===== config.mk =====
export PLATFORM = sky130hd
export DESIGN_NAME = traffic_phase_scheduler
export DESIGN_NICKNAME = d
export VERILOG_FILES = /design/src/rtl/traffic_pkg.sv /design/src/rtl/phase_timer.sv /design/src/rtl/traffic_phase_scheduler.sv
export SDC_FILE = /design/constraint.sdc
export NUM_CORES = 1
export LEC_CHECK = 0
export ABC_AREA = 1
export BUFFER_PORTS_ARGS = -buffer_cell sky130_fd_sc_hd__buf_2
export CAP_MARGIN = 10
export CORE_AREA = 3 3 59 61
export DETAILED_ROUTE_END_ITERATION = 6
export DIE_AREA = 0 0 62 64
export RECOVER_POWER = 25
export SLEW_MARGIN = 20
export SYNTH_ARGS = -nofsm -noshare
export SYNTH_HDL_FRONTEND = slang
export SYNTH_SLANG_ARGS = --single-unit

===== constraint.sdc =====
create_clock -name clk_100MHz -period 2.7 [get_ports clk_100MHz]
set_input_delay 0.54 -clock clk_100MHz [delete_from_list [all_inputs] [get_ports clk_100MHz]]
set_output_delay 0.54 -clock clk_100MHz [all_outputs]
set_load 0.02 [all_outputs]

===== src/rtl/traffic_pkg.sv =====
// ---------------------------------------------------------------------------
// traffic_pkg
// Shared state encoding, lamp constants and the state-to-lamp decode used by
// the traffic phase scheduler.
// ---------------------------------------------------------------------------
`default_nettype none

package traffic_pkg;

  // Phase codes; the numeric value is what appears on the debug phase output.
  typedef enum logic [2:0] {
    MAIN_G  = 3'd0,
    MAIN_Y  = 3'd1,
    AR1     = 3'd2,
    CROSS_G = 3'd3,
    CROSS_Y = 3'd4,
    AR2     = 3'd5,
    PREEMPT = 3'd6
  } state_e;

  // Lamp encodings, {red,yellow,green} one-hot.
  localparam logic [2:0] RED = 3'b100;
  localparam logic [2:0] YEL = 3'b010;
  localparam logic [2:0] GRN = 3'b001;

  // Returns {main head, cross head} for a given phase.
  function automatic logic [5:0] head_lights(input state_e s);
    logic [5:0] l;
    l = {RED, RED};
    case (s)
      MAIN_G:  l = {GRN, RED};
      MAIN_Y:  l = {YEL, RED};
      CROSS_G: l = {RED, GRN};
      CROSS_Y: l = {RED, YEL};
      PREEMPT: l = {GRN, RED};
      default: l = {RED, RED};
    endcase
    return l;
  endfunction

endpackage

`default_nettype wire


===== src/rtl/phase_timer.sv =====
// ---------------------------------------------------------------------------
// phase_timer
// 8-bit tick counter for the current phase. Cleared on phase entry, advances
// on each tick and saturates at 255. done flags a tick on which the count
// has reached the selected duration minus one.
// ---------------------------------------------------------------------------
`default_nettype none

module phase_timer (
  input  logic       clk_i,
  input  logic       rst_ni,
  input  logic       clr_i,
  input  logic       tick_i,
  input  logic [7:0] dur_i,
  output logic [7:0] count_o,
  output logic       done_o
);

  logic [7:0] count_q;
  logic [7:0] count_d;

  // Clear wins over a coincident tick; the count never wraps.
  always_comb begin
    count_d = count_q;
    if (clr_i) begin
      count_d = 8'd0;
    end else if (tick_i && (count_q != 8'hFF)) begin
      count_d = count_q + 8'd1;
    end
  end

  // Count register.
  always_ff @(posedge clk_i or negedge rst_ni) begin
    if (!rst_ni) begin
      count_q <= 8'd0;
    end else begin
      count_q <= count_d;
    end
  end

  // ">=" lets the main-green minimum share this compare even after saturation;
  // timed phases exit at exactly dur-1 so never see a larger count.
  assign done_o  = tick_i && (count_q >= (dur_i - 8'd1));
  assign count_o = count_q;

endmodule

`default_nettype wire


===== src/rtl/traffic_phase_scheduler.sv =====
// ---------------------------------------------------------------------------
// traffic_phase_scheduler
// Demand-driven two-head intersection controller. Rests on main green and
// serves the cross street on vehicle or pedestrian demand. All timing in
// 1 Hz ticks. Optional emergency preemption is built when the macro
// TLC_PREEMPT_EN is defined; otherwise the preempt input is ignored.
// Rev 1.0
// ---------------------------------------------------------------------------
`default_nettype none

module traffic_phase_scheduler
  import traffic_pkg::*;
#(
  parameter int unsigned YELLOW_T   = 3,
  parameter int unsigned ALL_RED_T  = 1,
  parameter int unsigned MAIN_MIN_T = 10,
  parameter int unsigned CROSS_T    = 8,
  parameter int unsigned WALK_T     = 6
) (
  input  logic       clk_100MHz,
  input  logic       reset,
  input  logic       tick_1Hz,
  input  logic       car_req,
  input  logic       ped_req,
  input  logic       preempt,
  output logic [2:0] main_st,
  output logic [2:0] cross_st,
  output logic       walk,
  output logic       ped_ack,
  output logic [2:0] phase
);

  localparam logic [7:0] YEL_D  = 8'(YELLOW_T);
  localparam logic [7:0] AR_D   = 8'(ALL_RED_T);
  localparam logic [7:0] MMIN_D = 8'(MAIN_MIN_T);
  localparam logic [7:0] CRS_D  = 8'(CROSS_T);
  localparam logic [7:0] WALK_D = 8'(WALK_T);

  state_e     state_q, state_d;
  logic       ped_pend_q, ped_pend_d;
  logic       walk_q, walk_d;
  logic       ack_q, ack_d;
  logic [2:0] main_q, main_d;
  logic [2:0] cross_q, cross_d;
  logic [7:0] dur;
  logic [7:0] count;
  logic       t_done;
  logic       clr;

`ifdef TLC_PREEMPT_EN
  // Set when cross green was cut short so AR2 hands over to PREEMPT.
  logic       pre_pend_q, pre_pend_d;
`else
  logic       unused_preempt;
  assign unused_preempt = preempt;
`endif

  // Duration of the phase currently being timed.
  always_comb begin
    dur = 8'hFF;
    case (state_q)
      MAIN_G:  dur = MMIN_D;
      MAIN_Y:  dur = YEL_D;
      AR1:     dur = AR_D;
      CROSS_G: dur = CRS_D;
      CROSS_Y: dur = YEL_D;
      AR2:     dur = AR_D;
      default: dur = 8'hFF;
    endcase
  end

  // Every state change restarts the phase count.
  assign clr = (state_d != state_q);

  phase_timer u_timer (
    .clk_i   (clk_100MHz),
    .rst_ni  (reset),
    .clr_i   (clr),
    .tick_i  (tick_1Hz),
    .dur_i   (dur),
    .count_o (count),
    .done_o  (t_done)
  );

  // Next state, pedestrian bookkeeping and registered lamp values.
  always_comb begin
    state_d    = state_q;
    ped_pend_d = ped_pend_q | ped_req;
    walk_d     = walk_q;
    ack_d      = 1'b0;
`ifdef TLC_PREEMPT_EN
    pre_pend_d = pre_pend_q;
`endif
    case (state_q)
      MAIN_G: begin
`ifdef TLC_PREEMPT_EN
        if (preempt) begin
          state_d = PREEMPT;
        end else if (t_done && (car_req || ped_pend_q)) begin
          state_d = MAIN_Y;
        end
`else
        if (t_done && (car_req || ped_pend_q)) begin
          state_d = MAIN_Y;
        end
`endif
      end
      MAIN_Y: begin
        if (t_done) state_d = AR1;
      end
      AR1: begin
        if (t_done) begin
          state_d    = CROSS_G;
          // Serve what was pending; a request on this very edge waits.
          ack_d      = ped_pend_q;
          walk_d     = ped_pend_q;
          ped_pend_d = ped_req;
        end
      end
      CROSS_G: begin
`ifdef TLC_PREEMPT_EN
        if (preempt) begin
          state_d    = CROSS_Y;
          walk_d     = 1'b0;
          pre_pend_d = 1'b1;
        end else begin
          if (tick_1Hz && (count == (WALK_D - 8'd1))) walk_d = 1'b0;
          if (t_done) begin
            state_d = CROSS_Y;
            walk_d  = 1'b0;
          end
        end
`else
        if (tick_1Hz && (count == (WALK_D - 8'd1))) walk_d = 1'b0;
        if (t_done) begin
          state_d = CROSS_Y;
          walk_d  = 1'b0;
        end
`endif
      end
      CROSS_Y: begin
        if (t_done) state_d = AR2;
      end
      AR2: begin
        if (t_done) begin
`ifdef TLC_PREEMPT_EN
          state_d    = pre_pend_q ? PREEMPT : MAIN_G;
          pre_pend_d = 1'b0;
`else
          state_d = MAIN_G;
`endif
        end
      end
`ifdef TLC_PREEMPT_EN
      PREEMPT: begin
        if (!preempt) state_d = MAIN_G;
      end
`endif
      default: state_d = AR2;
    endcase
    {main_d, cross_d} = head_lights(state_d);
  end

  // State and output registers; reset parks in all-red clearance.
  always_ff @(posedge clk_100MHz or negedge reset) begin
    if (!reset) begin
      state_q    <= AR2;
      ped_pend_q <= 1'b0;
      walk_q     <= 1'b0;
      ack_q      <= 1'b0;
      main_q     <= RED;
      cross_q    <= RED;
    end else begin
      state_q    <= state_d;
      ped_pend_q <= ped_pend_d;
      walk_q     <= walk_d;
      ack_q      <= ack_d;
      main_q     <= main_d;
      cross_q    <= cross_d;
    end
  end

`ifdef TLC_PREEMPT_EN
  // Cut-short marker register.
  always_ff @(posedge clk_100MHz or negedge reset) begin
    if (!reset) begin
      pre_pend_q <= 1'b0;
    end else begin
      pre_pend_q <= pre_pend_d;
    end
  end
`endif

  assign main_st  = main_q;
  assign cross_st = cross_q;
  assign walk     = walk_q;
  assign ped_ack  = ack_q;
  assign phase    = state_q;

endmodule

`default_nettype wire


* Word-level counts from Yosys, hierarchy flattened
Cells that the tools add are included.
** Word-level totals
- Register bits :: 20
- Bits in latches :: 0
- Bits in writable memories :: 0
- Memory bits (read-only) :: 0
- Input bits :: 6
- Word-level logic and storage cells :: 57
- Memories :: 0
** Cells by class
- $add $sub $neg :: 2
- Multipliers :: 0
- Div/mod/pow operators :: 0
- Magnitude comparators :: 1
- Equal/unequal tests :: 14
- Shift-type cells :: 0
- Muxes and demuxes :: 19
- Bitwise logic cells :: 1
- Reduce and logical (&&, ||, !) cells :: 13
** Operators by type and width (number)
- $pmux 8 s4 :: 1
- $pmux 6 s4 :: 1
- $mux 3 :: 6
- $pmux 3 s6 :: 1
- $mux 8 :: 2
- $eq 3x3->1 const B :: 4
- $eq 3x2->1 const B :: 3
- $add 8x1->8 const B :: 1
- $eq 8x3->1 const B :: 1
- $ge 8x8->1 :: 1
- $ne 8x8->1 const B :: 1
- $sub 8x1->8 const B :: 1
- $mux 1 :: 7
- $eq 3x1->1 const B :: 2
- $logic_not 3->1 :: 2
- $reduce_or 2->1 :: 3
- $logic_and 1x1->1 :: 4
- $reduce_bool 2->1 :: 2
- $ne 3x3->1 :: 1
- $ne 3x3->1 const B :: 1
- $reduce_and 3->1 :: 1
- $ne 2x2->1 const B :: 1
- $pmux 1 s2 :: 1
- $logic_or 1x1->1 :: 1
- $or 1x1->1 :: 1

* Depth between registers and ports, before layout
Gate-level depths: netlist (run 1).
- Depth after elaboration :: 12
- Depth in mapped cells :: 19
- Gate-level depth less buffers :: 19

* Cells and area by module
Synthesis (run 1) repeated with hierarchy kept, for this count alone.
** Unflattened totals
- Cells, all modules :: 192
- Area, all modules :: 1386.3 um^2
** By module, submodules not included
- phase_timer :: times used 1, cells an instance 121, area an instance 803.3 um^2, seq. area each 200.2 um^2
- traffic_phase_scheduler :: times used 1, cells an instance 71, area an instance 583.1 um^2, seq. area each 305.3 um^2

* Worst setup path before layout (run 1)
Ideal clock, no wire load.
- Path kind :: reg2reg
- Start point :: reg state_q[0] (netlist: phase[0])
- End point :: reg u_timer.count_q[2] (netlist: u_timer.count_o[2])
- Setup time :: 0.088 ns
- Arrival :: 2.493 ns
- Slack :: 0.119 ns
- Cell stages (with the launch flop) :: 16
- Buffers on the path :: 1
- Period minus slack after synthesis :: 2.581 ns
- Cells stage by stage :: dfstp_2 > clkbuf_1 > inv_1 > o22ai_1 > ha_1 > xor2_1 > ha_1 > nand2_1 > nor2_1 > nor2_1 > nand2_1 > nand2_1 > nand2_2 > nand3_1 > nand3_1 > nor3_1
** Between the ends
- Word-level cells in the longest chain between the ends :: 11
- Elaborated cells between the ends (all ways) :: 23
- Classes of those cells :: add/sub (1); order compare (1); eq/ne (6); mux (9); reduce/logical (6)
** RTL lines
- start: declaration :: RTL line traffic_phase_scheduler.sv:39 : state_e state_q, state_d;
- start signal: assignment :: RTL line traffic_phase_scheduler.sv:174 : state_q <= state_d;
- $eq 3x3->1, or another cell as far along :: RTL line traffic_phase_scheduler.sv:61, traffic_phase_scheduler.sv:94
- $reduce_or 2->1 (no source line)
- $pmux 8 s4 :: RTL line traffic_phase_scheduler.sv:61 : case (state_q)
- $sub 8x1->8 :: RTL line phase_timer.sv:43 : assign done_o = tick_i && (count_q >= (dur_i - 8'd1));
- $ge 8x8->1 :: RTL line phase_timer.sv:43
- $logic_and 1x1->1 :: RTL line phase_timer.sv:43
- $logic_and 1x1->1 :: RTL line traffic_phase_scheduler.sv:103 : if (t_done && (car_req || ped_pend_q)) begin
- $mux 3 :: RTL line traffic_phase_scheduler.sv:103
- $pmux 3 s6 :: RTL line traffic_phase_scheduler.sv:94 : case (state_q)
- $ne 3x3->1 * :: RTL line traffic_phase_scheduler.sv:73 : assign clr = (state_d != state_q);
- $mux 8 / $reduce_bool 2->1 (equally long branches)
- end signal: assignment :: RTL line phase_timer.sv:37 : count_q <= count_d;
- end: declaration :: RTL line phase_timer.sv:19 : logic [7:0] count_q;
Mark *: on every way between the ends. The rest lies on a longest branch, timed or not.
A chain may end at the register's enable or synchronous reset.

* Final worst setup path (run 1)
- Start point :: reg state_q[2] (netlist: phase[2])
- End point :: reg ped_pend_q
** Between the ends
- Word-level cells in the longest chain between the ends :: 8
- Elaborated cells between the ends (all ways) :: 14
- Classes of those cells :: add/sub (1); order compare (1); eq/ne (5); mux (3); reduce/logical (4)
** RTL lines
- $eq 3x3->1, or another cell as far along :: RTL line traffic_phase_scheduler.sv:61
- $reduce_or 2->1 (no source line)
- $pmux 8 s4 :: RTL line traffic_phase_scheduler.sv:61
- $sub 8x1->8 :: RTL line phase_timer.sv:43
- $ge 8x8->1 :: RTL line phase_timer.sv:43
- $logic_and 1x1->1 :: RTL line phase_timer.sv:43
- $mux 1 :: RTL line traffic_phase_scheduler.sv:112 : if (t_done) begin
- $mux 1 * :: RTL line traffic_phase_scheduler.sv:94
- named net ped_pend_d :: RTL line traffic_phase_scheduler.sv:40 : logic ped_pend_q, ped_pend_d;
- end signal: assignment :: RTL line traffic_phase_scheduler.sv:175 : ped_pend_q <= ped_pend_d;
- end: declaration :: RTL line traffic_phase_scheduler.sv:40
The timed path passes the listed nets; every way through them passes the cells marked *.

==> metrics.txt, run 1 <==
post-synth cell types=30; via count=1,039; Critical Path Max Stage Delay=0.66 ns; DRC errors left=0; area of the mapped netlist=1210 µm²; final setup vio count=0; minimum clock period after layout=2.54 ns; Ant. Diodes=0; DR pass1 iterations=4; fmax=0.393 GHz; Synth Warn #=0; sequential area share after synthesis=0.416; Max VDD drop=0.612 mV; hpwl dp=1860 µm; Yosys reg bits=20; Critical Path RT=2.90 ns; wl on met1=1150 µm; Core ar.=3030 µm²; IO buf count=15; total track usage=0.137; DIE AREA=3970 µm²; worst skew pair latency=0.30 ns; RSZ-0062 raised after global routing=yes; Hold/Removal Path Class=primary input to asynchronous set/reset pin; Worst Hold Margin=0.393 ns; gr ovfl total=0; Mean Syn Cell Area=8.10 µm²; final-layout fill cell count=296; commonest non-fill, non-tap cells in the layout=nand2_1 (27), inv_1 (17), nor2_1 (15), dfrtp_1 (15), buf_2 (14); setup TNS=0 ns; Synthesized Nets=167; Post-Route Utilization=0.504; met3 wire len=84 µm; GP Congestion=0.763; r2r worst-path depth=17; die height=64 µm; H-Tree Depth=1; vias per cell=4.66; Max Cap Viol=0; final net count=197; actual slew at the worst max-slew pin=1.05 ns; status=completed; PD cells=1240 nW/µm²; Worst Path Buf+Inv=3; clk sinks=20; io pins=17; # hold bufs at CTS=0; P_leak=0.000775 µW; Stages on worst setup path=17; relative slew slack=0.301; CP max FO=8; CTS tree=done; Routed WL=2450 µm; Post-Synthesis Cells=150; largest net degree at the start of global routing=21; layout cells sized above 1=0.324; most common cell after layout, fill and taps aside=nand2_1; Slew Viols, Final=0; Setup CP Type=flop to flop; drt wl/cell=11.0 µm; total CTS buffers=3; width of the die=62 µm; Top cell by count, worst path=nand2_1; Starting Density=0.401; Root Buffer=clkbuf_4; antenna violations before repair=0; critical path's slowest cell=dfstp_2; DR iter-0 viols=36; Layout Area Growth over Synthesis=25.5%; vias in the first global route=971; first-pass GRT wire length=4200 µm; Critical Path AT=2.75 ns; number of routed nets with antenna violations=0; Max Root-Sink Buffers=2; DR top layer=met4; Fin. Hold Viols=0; Rows=20; Setup Skew=0.00125 ns; Power Total=1890 µW; clock-pin slew on the worst setup and hold paths=0.11 ns; crit-path cells=nand2_2, inv_2, nor2_1, nand2_1, inv_1, ha_2, xor2_1, ha_1, nand2_1, nor2_1, nor2_1, nand2_1, nand2_1, nand2_2, buf_6, nand4_1, a21o_1; Worst setup SP type=flop; CP endpoint kind=flop; period utilization=0.942; wire length on met2=1180 µm; Crit path max-delay family=simple AND/OR/NAND/NOR gates
## cells by family after synthesis
kind of cell | synth area share
xor+xnor | 0.0361
buf+inv | 0.0752
fa+ha+maj | 0.113
flops | 0.416
simple gates | 0.284
compound gates | 0.0752
## final cells by class
cell class | instances | area, µm² | share of cell area
clock buffers | 3 | 22.5 | 0.0148
clock inverters | 1 | 30.0 | 0.0197
inverters | 22 | 82.6 | 0.0541
multi-input cells | 106 | 657 | 0.431
flip-flops and latches | 20 | 507 | 0.332
well taps | 44 | 55.1 | 0.0361
repair buffers | 27 | 171 | 0.112
## layer usage
metal / track usage / vias to the layer above
li1: - / 543
met4: 0.0318 / 0
met2: 0.228 / 19
met1: 0.172 / 473
met3: 0.0384 / 4
met5: 0 / -
## per-stage QoR
stage | instances | cell area [µm²] | worst slack, ns
final | 223 | 1530 | 0.157
after global routing | 223 | 1530 | -0.0412
after CTS | 219 | 1450 | 0.0890
after detailed placement | 215 | 1400 | 0.135
after global placement | 215 | 1400 | 0.176
after floorplan | 150 | 1210 | 0.119
## path summary, 6_finish.rpt
path	startpoint	to	slack, ns
max in group asynchronous	reset	phase[1]$_DFF_PN0_	1.61
min in group clk_100MHz	ped_req	ped_pend_q$_DFF_PN0_	0.41
hold reg to reg	ped_pend_q$_DFF_PN0_	ped_pend_q$_DFF_PN0_	0.49
setup reg to reg	phase[2]$_DFF_PN1_	ped_pend_q$_DFF_PN0_	0.16
setup / recovery	phase[2]$_DFF_PN1_	ped_pend_q$_DFF_PN0_	0.16
hold / removal	reset	ped_ack$_DFF_PN0_	0.39
## registers in the layout (all words and copies together), names as in the netlist
name,count
phase,3
cross_st,3
walk,1
main_st,3
ped_pend_q,1
u_timer.count_o,8
ped_ack,1
## power by group
| part | leakage (µW) | internal, µW | switching (µW) |
|---|---|---|---|
| Sequential | 0.000250 | 412 | 80.8 |
| Clock | 0.0000279 | 150 | 93.4 |
| Combinational | 0.000497 | 493 | 663 |
## cells in the mapped netlist
cell type	number	area (µm²)
nand2_1	30	113
inv_2	3	11.3
nand3_1	11	55.1
buf_2	1	5.00
a31oi_1	1	6.26
a21oi_1	7	35.0
a21boi_1	1	7.51
nor2_4	1	11.3
nor3_1	3	15.0
inv_1	18	67.6
o21ai_1	1	5.00
ha_1	11	138
o22ai_1	1	6.26
o21a_1	1	7.51
nor2_1	19	71.3
or2_1	1	6.26
nor4_1	1	6.26
nor3_2	1	10.0
nand4_1	4	25.0
dfstp_2	4	105
nor2_2	1	6.26
dfrtp_1	16	400
xor2_1	3	26.3
a21o_1	1	7.51
clkinv_1	1	3.75
o21ai_4	1	16.3
xnor2_1	2	17.5
nand2_2	3	18.8
clkbuf_1	1	3.75
nor3b_1	1	7.51
## timing repair
action	CTS	global route
endpoints found under the setup margin	0	20
setup buffers	0	4
resized for setup	0	16
Power figures use the tool's default switching activity.
==> run 2: changes to the inputs <==
--- a/config.mk
+++ b/config.mk
@@ -8,9 +8,12 @@
 export ABC_AREA = 1
 export BUFFER_PORTS_ARGS = -buffer_cell sky130_fd_sc_hd__buf_2
 export CAP_MARGIN = 10
-export CORE_AREA = 3 3 59 61
+export CELL_PAD_IN_SITES_DETAIL_PLACEMENT = 1
+export CELL_PAD_IN_SITES_GLOBAL_PLACEMENT = 1
+export CORE_AREA = 8 8 64 66
 export DETAILED_ROUTE_END_ITERATION = 6
-export DIE_AREA = 0 0 62 64
+export DIE_AREA = 0 0 72 74
+export PLACE_DENSITY_LB_ADDON = 0.1
 export RECOVER_POWER = 25
 export SLEW_MARGIN = 20
 export SYNTH_ARGS = -nofsm -noshare
==> run 2 against run 1 <==
Clock power grew 2%. Final cell count grew 1.8%. Worst setup slack lost 0.049 ns. Non-clock buffer count grew 2. Global-route usage shrank 1.8 points. Via count grew 8.2%. Critical path depth is the same. Worst hold slack gained 0.019 ns. Critical path type unchanged. Critical endpoint is now cross_st[2]$_DFF_PN1_. Largest cell class unchanged. Highest routed layer unchanged.
==> metrics.txt, run 2 (synthesis gave the netlist of run 1 again) <==
status=completed; PD cells=1310 nW/µm² (+5.5%); hpwl dp=2280 µm (+23%); Power Total=2050 µW (+8.5%); Clk pwr share=0.121 (-0.008); Layout Area Growth over Synthesis=29.1%; CP endpoint kind=flop; vias per cell=4.95 (+6.3%); antenna violations before repair=0 (unchanged); fmax=0.386 GHz (-1.9%); Critical Path AT=2.84 ns (+0.09 ns); clock-pin slew on the worst setup and hold paths=0.12 ns (about the same); largest net degree at the start of global routing=21 (unchanged); period utilization=0.960 (+0.0181); Core ar.=3180 µm² (+5.0%); Net Sw Frac=0.453 (+0.0111); minimum clock period after layout=2.59 ns (+0.0490 ns); final setup vio count=0 (unchanged); Worst Path Buf+Inv=2 (-1); drt wl/cell=14.0 µm (+27%); Root Buffer=clkbuf_4; via count=1,124 (+8.2%); io pins=17 (unchanged); die height=74 µm (+16%); slack of the critical path=0.108 ns (-0.0490 ns); Max Cap Viol=0 (unchanged); Hold/Removal Path Class=primary input to flop; Placement Setup Slack=0.0660 ns (-0.0685 ns); placed inst area=1410 µm² (+1.3%); Crit path max-delay family=simple AND/OR/NAND/NOR gates; Setup Skew=0.00185 ns (+0.000602 ns); Critical Path RT=2.94 ns (+0.04 ns); IO buf count=15 (unchanged); Critical Path Max Stage Delay=0.61 ns (-0.05 ns); total CTS buffers=3 (unchanged); vias in the first global route=1,150 (+18%); Worst setup SP type=flop; layout cells sized above 1=0.326 (+0.00194); total internal power=1120 µW (+6.3%); Rows=21 (+5.0%); actual slew at the worst max-slew pin=1.13 ns (+0.0839 ns); H-Tree Depth=1 (unchanged); RSZ-0062 raised after global routing=yes; CTS tree=done; worst skew pair latency=0.30 ns (about the same); final-layout fill cell count=395 (+33%); final net count=199 (+1.0%); DR iter-0 viols=36 (unchanged); crit-path cells=nor2_1, inv_1, o22ai_4, ha_4, xor2_1, ha_1, nand2_1, nor2_1, nor2_1, nand2_1, nand2_1, nand2_2, nand3_1, buf_4, nand2_1, nand2_2, a21oi_2; CP max FO=5 (-3); Max Root-Sink Buffers=2 (unchanged); Fin. Hold Viols=0 (unchanged); Starting Density=0.382 (-0.0191); Switching Power=931 µW (+11%); DRC errors left=0 (unchanged); Routed WL=3170 µm (+30%); width of the die=72 µm (+16%); Setup CP Type=flop to flop; design area=1570 µm² (+2.9%); Ant. Diodes=0 (unchanged); Slew Viols, Final=0 (unchanged); number of routed nets with antenna violations=0 (unchanged); Top cell by count, worst path=nand2_1; DR pass1 iterations=6 (+2); Max VDD drop=0.499 mV (-18%); relative slew slack=0.245 (-0.0560); Post-Route Utilization=0.494 (-0.0102); register share of total power=0.241 (-0.019); Largest register FFs=8 (unchanged); Comb pwr share=0.638 (+0.027); DIE AREA=5330 µm² (+34%); total track usage=0.119 (-0.0185); most common cell after layout, fill and taps aside=nand2_1; critical path's slowest cell=dfstp_2; first-pass GRT wire length=4970 µm (+19%); gr ovfl total=0 (unchanged); clk sinks=20 (unchanged); P_leak=0.000787 µW (+1.5%); GP Congestion=0.772 (+1.2%); commonest non-fill, non-tap cells in the layout=nand2_1 (26), nor2_1 (18), inv_1 (16)
## run 2: cell types whose count changed in the layout (fill, tap and decap cells not counted), moves of 2 or more
| cell | change |
|---|---|
| nor2_2 | -4 |
| nor2_1 | +3 |
| buf_4 | +2 |
| ha_4 | +2 |
## run 2: power groups by stage
stage               Clock, µW  Sequential (µW)  Combinational, µW
floorplan                   0              558                597
global placement            0              499               1060
detailed placement          0              501               1090
CTS                       253              494               1110
global route              265              510               1460
finish                    247              495               1310
## run 2: cell type report
class                   instances  area, µm²  share of cell area
multi-input cells             106        683               0.435
clock inverters                 1       30.0              0.0191
repair buffers                 29        186               0.119
inverters                      22       82.6              0.0526
well taps                      46       57.6              0.0367
flip-flops and latches         20        507               0.323
clock buffers                   3       22.5              0.0144
## run 2: through the flow
| step | instances | TNS (ns) | hold WS (ns) |
|---|---|---|---|
| after floorplan | 150 | 0 | 0.244 |
| after global placement | 219 | 0 | 0.462 |
| after detailed placement | 219 | 0 | 0.481 |
| after CTS | 223 | 0 | 0.174 |
| after global routing | 227 | -0.247 | 0.414 |
| final | 227 | 0 | 0.412 |
## run 2: worst paths after layout
| check | to | startpoint | slack, ns | cells past startpoint |
|---|---|---|---|---|
| max in group asynchronous | phase[1]$_DFF_PN0_ | reset | 1.53 | 1 |
| worst max register to register | cross_st[2]$_DFF_PN1_ | phase[2]$_DFF_PN1_ | 0.11 | 17 |
| worst min register to register | walk$_DFFE_PN0P_ | walk$_DFFE_PN0P_ | 0.50 | 2 |
| min in group asynchronous | main_st[1]$_DFF_PN0_ | reset | 0.42 | 1 |
| worst min-delay path | ped_pend_q$_DFF_PN0_ | ped_req | 0.41 | 2 |
| worst max-delay path | cross_st[2]$_DFF_PN1_ | phase[2]$_DFF_PN1_ | 0.11 | 17 |
## run 2: worst reg2reg max path: stages, from the launching register on
cell and delay (ns):
dfstp_2 0.61, nor2_1 0.08, inv_1 0.12, o22ai_4 0.09, ha_4 0.16, xor2_1 0.16, ha_1 0.27, nand2_1 0.06
nor2_1 0.09, nor2_1 0.05, nand2_1 0.07, nand2_1 0.07, nand2_2 0.11, nand3_1 0.11, buf_4 0.16, nand2_1 0.10
nand2_2 0.09, a21oi_2 0.14
## run 2: repair_timing
| action | in CTS | in global routing |
|---|---|---|
| hold endpoints to repair | 0 | 0 |
| setup endpoints to repair | 0 | 20 |
| buffers inserted | 0 | 4 |
| resized for setup | 0 | 18 |
| hold buffers | 0 | 0 |
## run 2: metal layers
layer | share of wire | track usage | vias to the layer above | wire length [µm]
met5 | 0 | 0 | - | 0
met4 | 0.0044 | 0.0431 | 0 | 14
met3 | 0.039 | 0.0296 | 3 | 125
met2 | 0.56 | 0.227 | 17 | 1790
met1 | 0.39 | 0.123 | 558 | 1240
li1 | - | - | 546 | -
==> run 3: changes to the inputs <==
--- a/config.mk
+++ b/config.mk
@@ -6,14 +6,14 @@
 export NUM_CORES = 1
 export LEC_CHECK = 0
 export ABC_AREA = 1
-export BUFFER_PORTS_ARGS = -buffer_cell sky130_fd_sc_hd__buf_2
 export CAP_MARGIN = 10
 export CELL_PAD_IN_SITES_DETAIL_PLACEMENT = 1
 export CELL_PAD_IN_SITES_GLOBAL_PLACEMENT = 1
 export CORE_AREA = 8 8 64 66
 export DETAILED_ROUTE_END_ITERATION = 6
 export DIE_AREA = 0 0 72 74
-export PLACE_DENSITY_LB_ADDON = 0.1
+export DONT_BUFFER_PORTS = 1
+export PLACE_DENSITY = 0.8
 export RECOVER_POWER = 25
 export SLEW_MARGIN = 20
 export SYNTH_ARGS = -nofsm -noshare
==> run 3 against run 2 <==
Sequential power rose by 14%. Count of clock-buffer cells in the layout stayed put. Maximum frequency increased by 1.9%. Critical endpoint is now ped_pend_q$_DFF_PN0_. Critical path depth fell by 2. Worst hold slack got worse by 0.36 ns. Routed wire length decreased by 3.5%. Clock power hardly changed. Via count shrank 6.7%.
==> metrics.txt, run 3 (synthesis gave the netlist of run 1 again) <==
Setup Skew=0.00163 ns (-0.000223 ns); Worst Hold Margin=0.0532 ns (-0.359 ns); worst skew pair latency=0.31 ns (about the same); antenna violations before repair=0 (unchanged); design area=1490 µm² (-4.9%); Comb pwr share=0.579 (-0.059); Setup CP Type=flop to flop; slack of the critical path=0.155 ns (+0.0476 ns); Ant. Diodes=0 (unchanged); fmax=0.393 GHz (+1.9%); Worst Path Buf+Inv=2 (unchanged); vias per cell=4.95 (about the same); width of the die=72 µm (unchanged); die height=74 µm (unchanged); Routed WL=3060 µm (-3.5%); CTS tree=done; Rows=21 (unchanged); Starting Density=0.382 (unchanged); placed inst area=1320 µm² (-6.4%); io pins=17 (unchanged); Worst setup SP type=flop; status=completed; Crit path max-delay family=simple AND/OR/NAND/NOR gates; Net Sw Frac=0.457 (+0.00322); register share of total power=0.292 (+0.051); worst r2r src=phase[2]$_DFF_PN1_; Critical Path AT=2.76 ns (-0.08 ns); DR pass1 iterations=4 (-2); actual slew at the worst max-slew pin=0.790 ns (-0.341 ns); Switching Power=879 µW (-5.6%); Largest register FFs=8 (unchanged); first-pass GRT wire length=5030 µm (+1.1%); total internal power=1050 µW (-6.8%); clk sinks=20 (unchanged); Max VDD drop=0.428 mV (-14%); critical path's slowest cell=dfstp_2; PD cells=1290 nW/µm² (-1.4%); IO buf count=0 (-15); DRC errors left=0 (unchanged); P_leak=0.000721 µW (-8.3%); via count=1,049 (-6.7%); total track usage=0.121 (+0.00160); Clk pwr share=0.129 (+0.008); Layout Area Growth over Synthesis=22.8%; Critical Path Max Stage Delay=0.63 ns (+0.02 ns); Top cell by count, worst path=nor2_1; CP endpoint kind=flop; Core ar.=3180 µm² (unchanged); Hold/Removal Path Class=primary input to asynchronous set/reset pin; H-Tree Depth=1 (unchanged); final-layout fill cell count=387 (-2.0%); commonest non-fill, non-tap cells in the layout=nand2_1 (27), nor2_1 (18), inv_1 (16); layout cells sized above 1=0.265 (-0.0609); vias in the first global route=1,076 (-6.4%); Critical Path RT=2.91 ns (-0.03 ns); CP max FO=6 (+1); DR iter-0 viols=62 (+72%); GP Congestion=0.803 (+3.9%); hpwl dp=2280 µm (-0.27%); DIE AREA=5330 µm² (unchanged); crit-path cells=nor2_1, inv_1, o22ai_2, ha_4, xor2_1, ha_1, nand2_2, nor2_1, nor2_1, nand2_1, nand2_1, nand2_2, buf_6, nand4_1, a21o_1; RSZ-0062 raised after global routing=yes; gr ovfl total=0 (unchanged); relative slew slack=0.471 (+0.226); minimum clock period after layout=2.54 ns (-0.0476 ns); Fin. Hold Viols=0 (unchanged); clock-pin slew on the worst setup and hold paths=0.12 ns (about the same); Root Buffer=clkbuf_4; Max Root-Sink Buffers=2 (unchanged); most common cell after layout, fill and taps aside=nand2_1; Crit. Startpoint=phase[2]$_DFF_PN1_; final net count=184 (-7.5%); largest net degree at the start of global routing=17 (-19%); number of routed nets with antenna violations=0 (unchanged); Slew Viols, Final=0 (unchanged); Max Cap Viol=0 (unchanged); Placement Setup Slack=0.0919 ns (+0.0259 ns); period utilization=0.942 (-0.0176); final setup vio count=0 (unchanged); total CTS buffers=3 (unchanged); drt wl/cell=14.4 µm (+3.3%)
-- run 3: cell count changes in the layout (fill, tap and decap cells not counted) --
cell | before | now
a21oi_1 | 6 | 5
a21oi_2 | 1 | 2
buf_2 | 14 | 0
buf_4 | 12 | 11
clkbuf_1 | 1 | 0
dlygate4sd3_1 | 0 | 1
nand2_1 | 26 | 27
nand2_2 | 7 | 6
o22ai_2 | 0 | 1
o22ai_4 | 1 | 0
-- run 3: worst paths after layout --
path / slack, ns / cells past startpoint / endpoint
max in group asynchronous: 1.42 / 1 / phase[1]$_DFF_PN0_
worst min register to register: 0.50 / 1 / ped_pend_q$_DFF_PN0_
min in group clk_100MHz: 0.31 / 1 / ped_pend_q$_DFF_PN0_
worst min-delay path: 0.05 / 0 / phase[2]$_DFF_PN1_
worst max-delay path: 0.16 / 15 / ped_pend_q$_DFF_PN0_
worst max register to register: 0.16 / 15 / ped_pend_q$_DFF_PN0_
-- run 3: layout make-up --
class | count | area [µm²] | area share
Clock buffer | 3 | 22.5 | 0.0151
Clock inverter | 1 | 30.0 | 0.0201
Inverter | 22 | 82.6 | 0.0554
Timing Repair Buffer | 14 | 115 | 0.0772
Sequential cell | 20 | 507 | 0.340
Multi-Input combinational cell | 106 | 677 | 0.454
Tap cell | 46 | 57.6 | 0.0386
-- run 3: per-stage QoR --
step | cells | util | power, µW | TNS [ns]
floorplan | 150 | - | 1150 | 0
global placement | 202 | 0.416 | 1420 | 0
detailed placement | 202 | 0.416 | 1480 | 0
CTS | 207 | 0.436 | 1740 | 0
global route | 212 | 0.469 | 2100 | -0.123
finish | 212 | 0.469 | 1920 | 0
-- run 3: worst register-to-register path, cell delays in order (launching register included) --
cell and delay [ns]:
dfstp_2 0.63, nor2_1 0.08, inv_1 0.09, o22ai_2 0.10, ha_4 0.17, xor2_1 0.14
ha_1 0.29, nand2_2 0.06, nor2_1 0.08, nor2_1 0.04, nand2_1 0.08, nand2_1 0.07
nand2_2 0.09, buf_6 0.12, nand4_1 0.19, a21o_1 0.23
-- run 3: routing by layer --
layer	vias up	share of wire	track usage
met4	0	0.0046	0.0227
li1	515	-	-
met5	-	0	0
met3	2	0.057	0.0485
met1	508	0.42	0.131
met2	24	0.52	0.218
-- run 3: power groups by stage --
stage / Combinational [µW] / Sequential, µW / Clock (µW)
floorplan: 597 / 558 / 0
global placement: 858 / 562 / 0
detailed placement: 916 / 565 / 0
CTS: 932 / 560 / 250
global route: 1260 / 574 / 264
finish: 1110 / 562 / 249
-- run 3: what timing repair did --
action | 4_1_cts | 5_1_grt
buffers inserted | 0 | 5
hold endpoints to repair | 16 | 0
gates resized for setup | 0 | 17
hold buffers | 1 | 0
endpoints found under the setup margin | 0 | 19
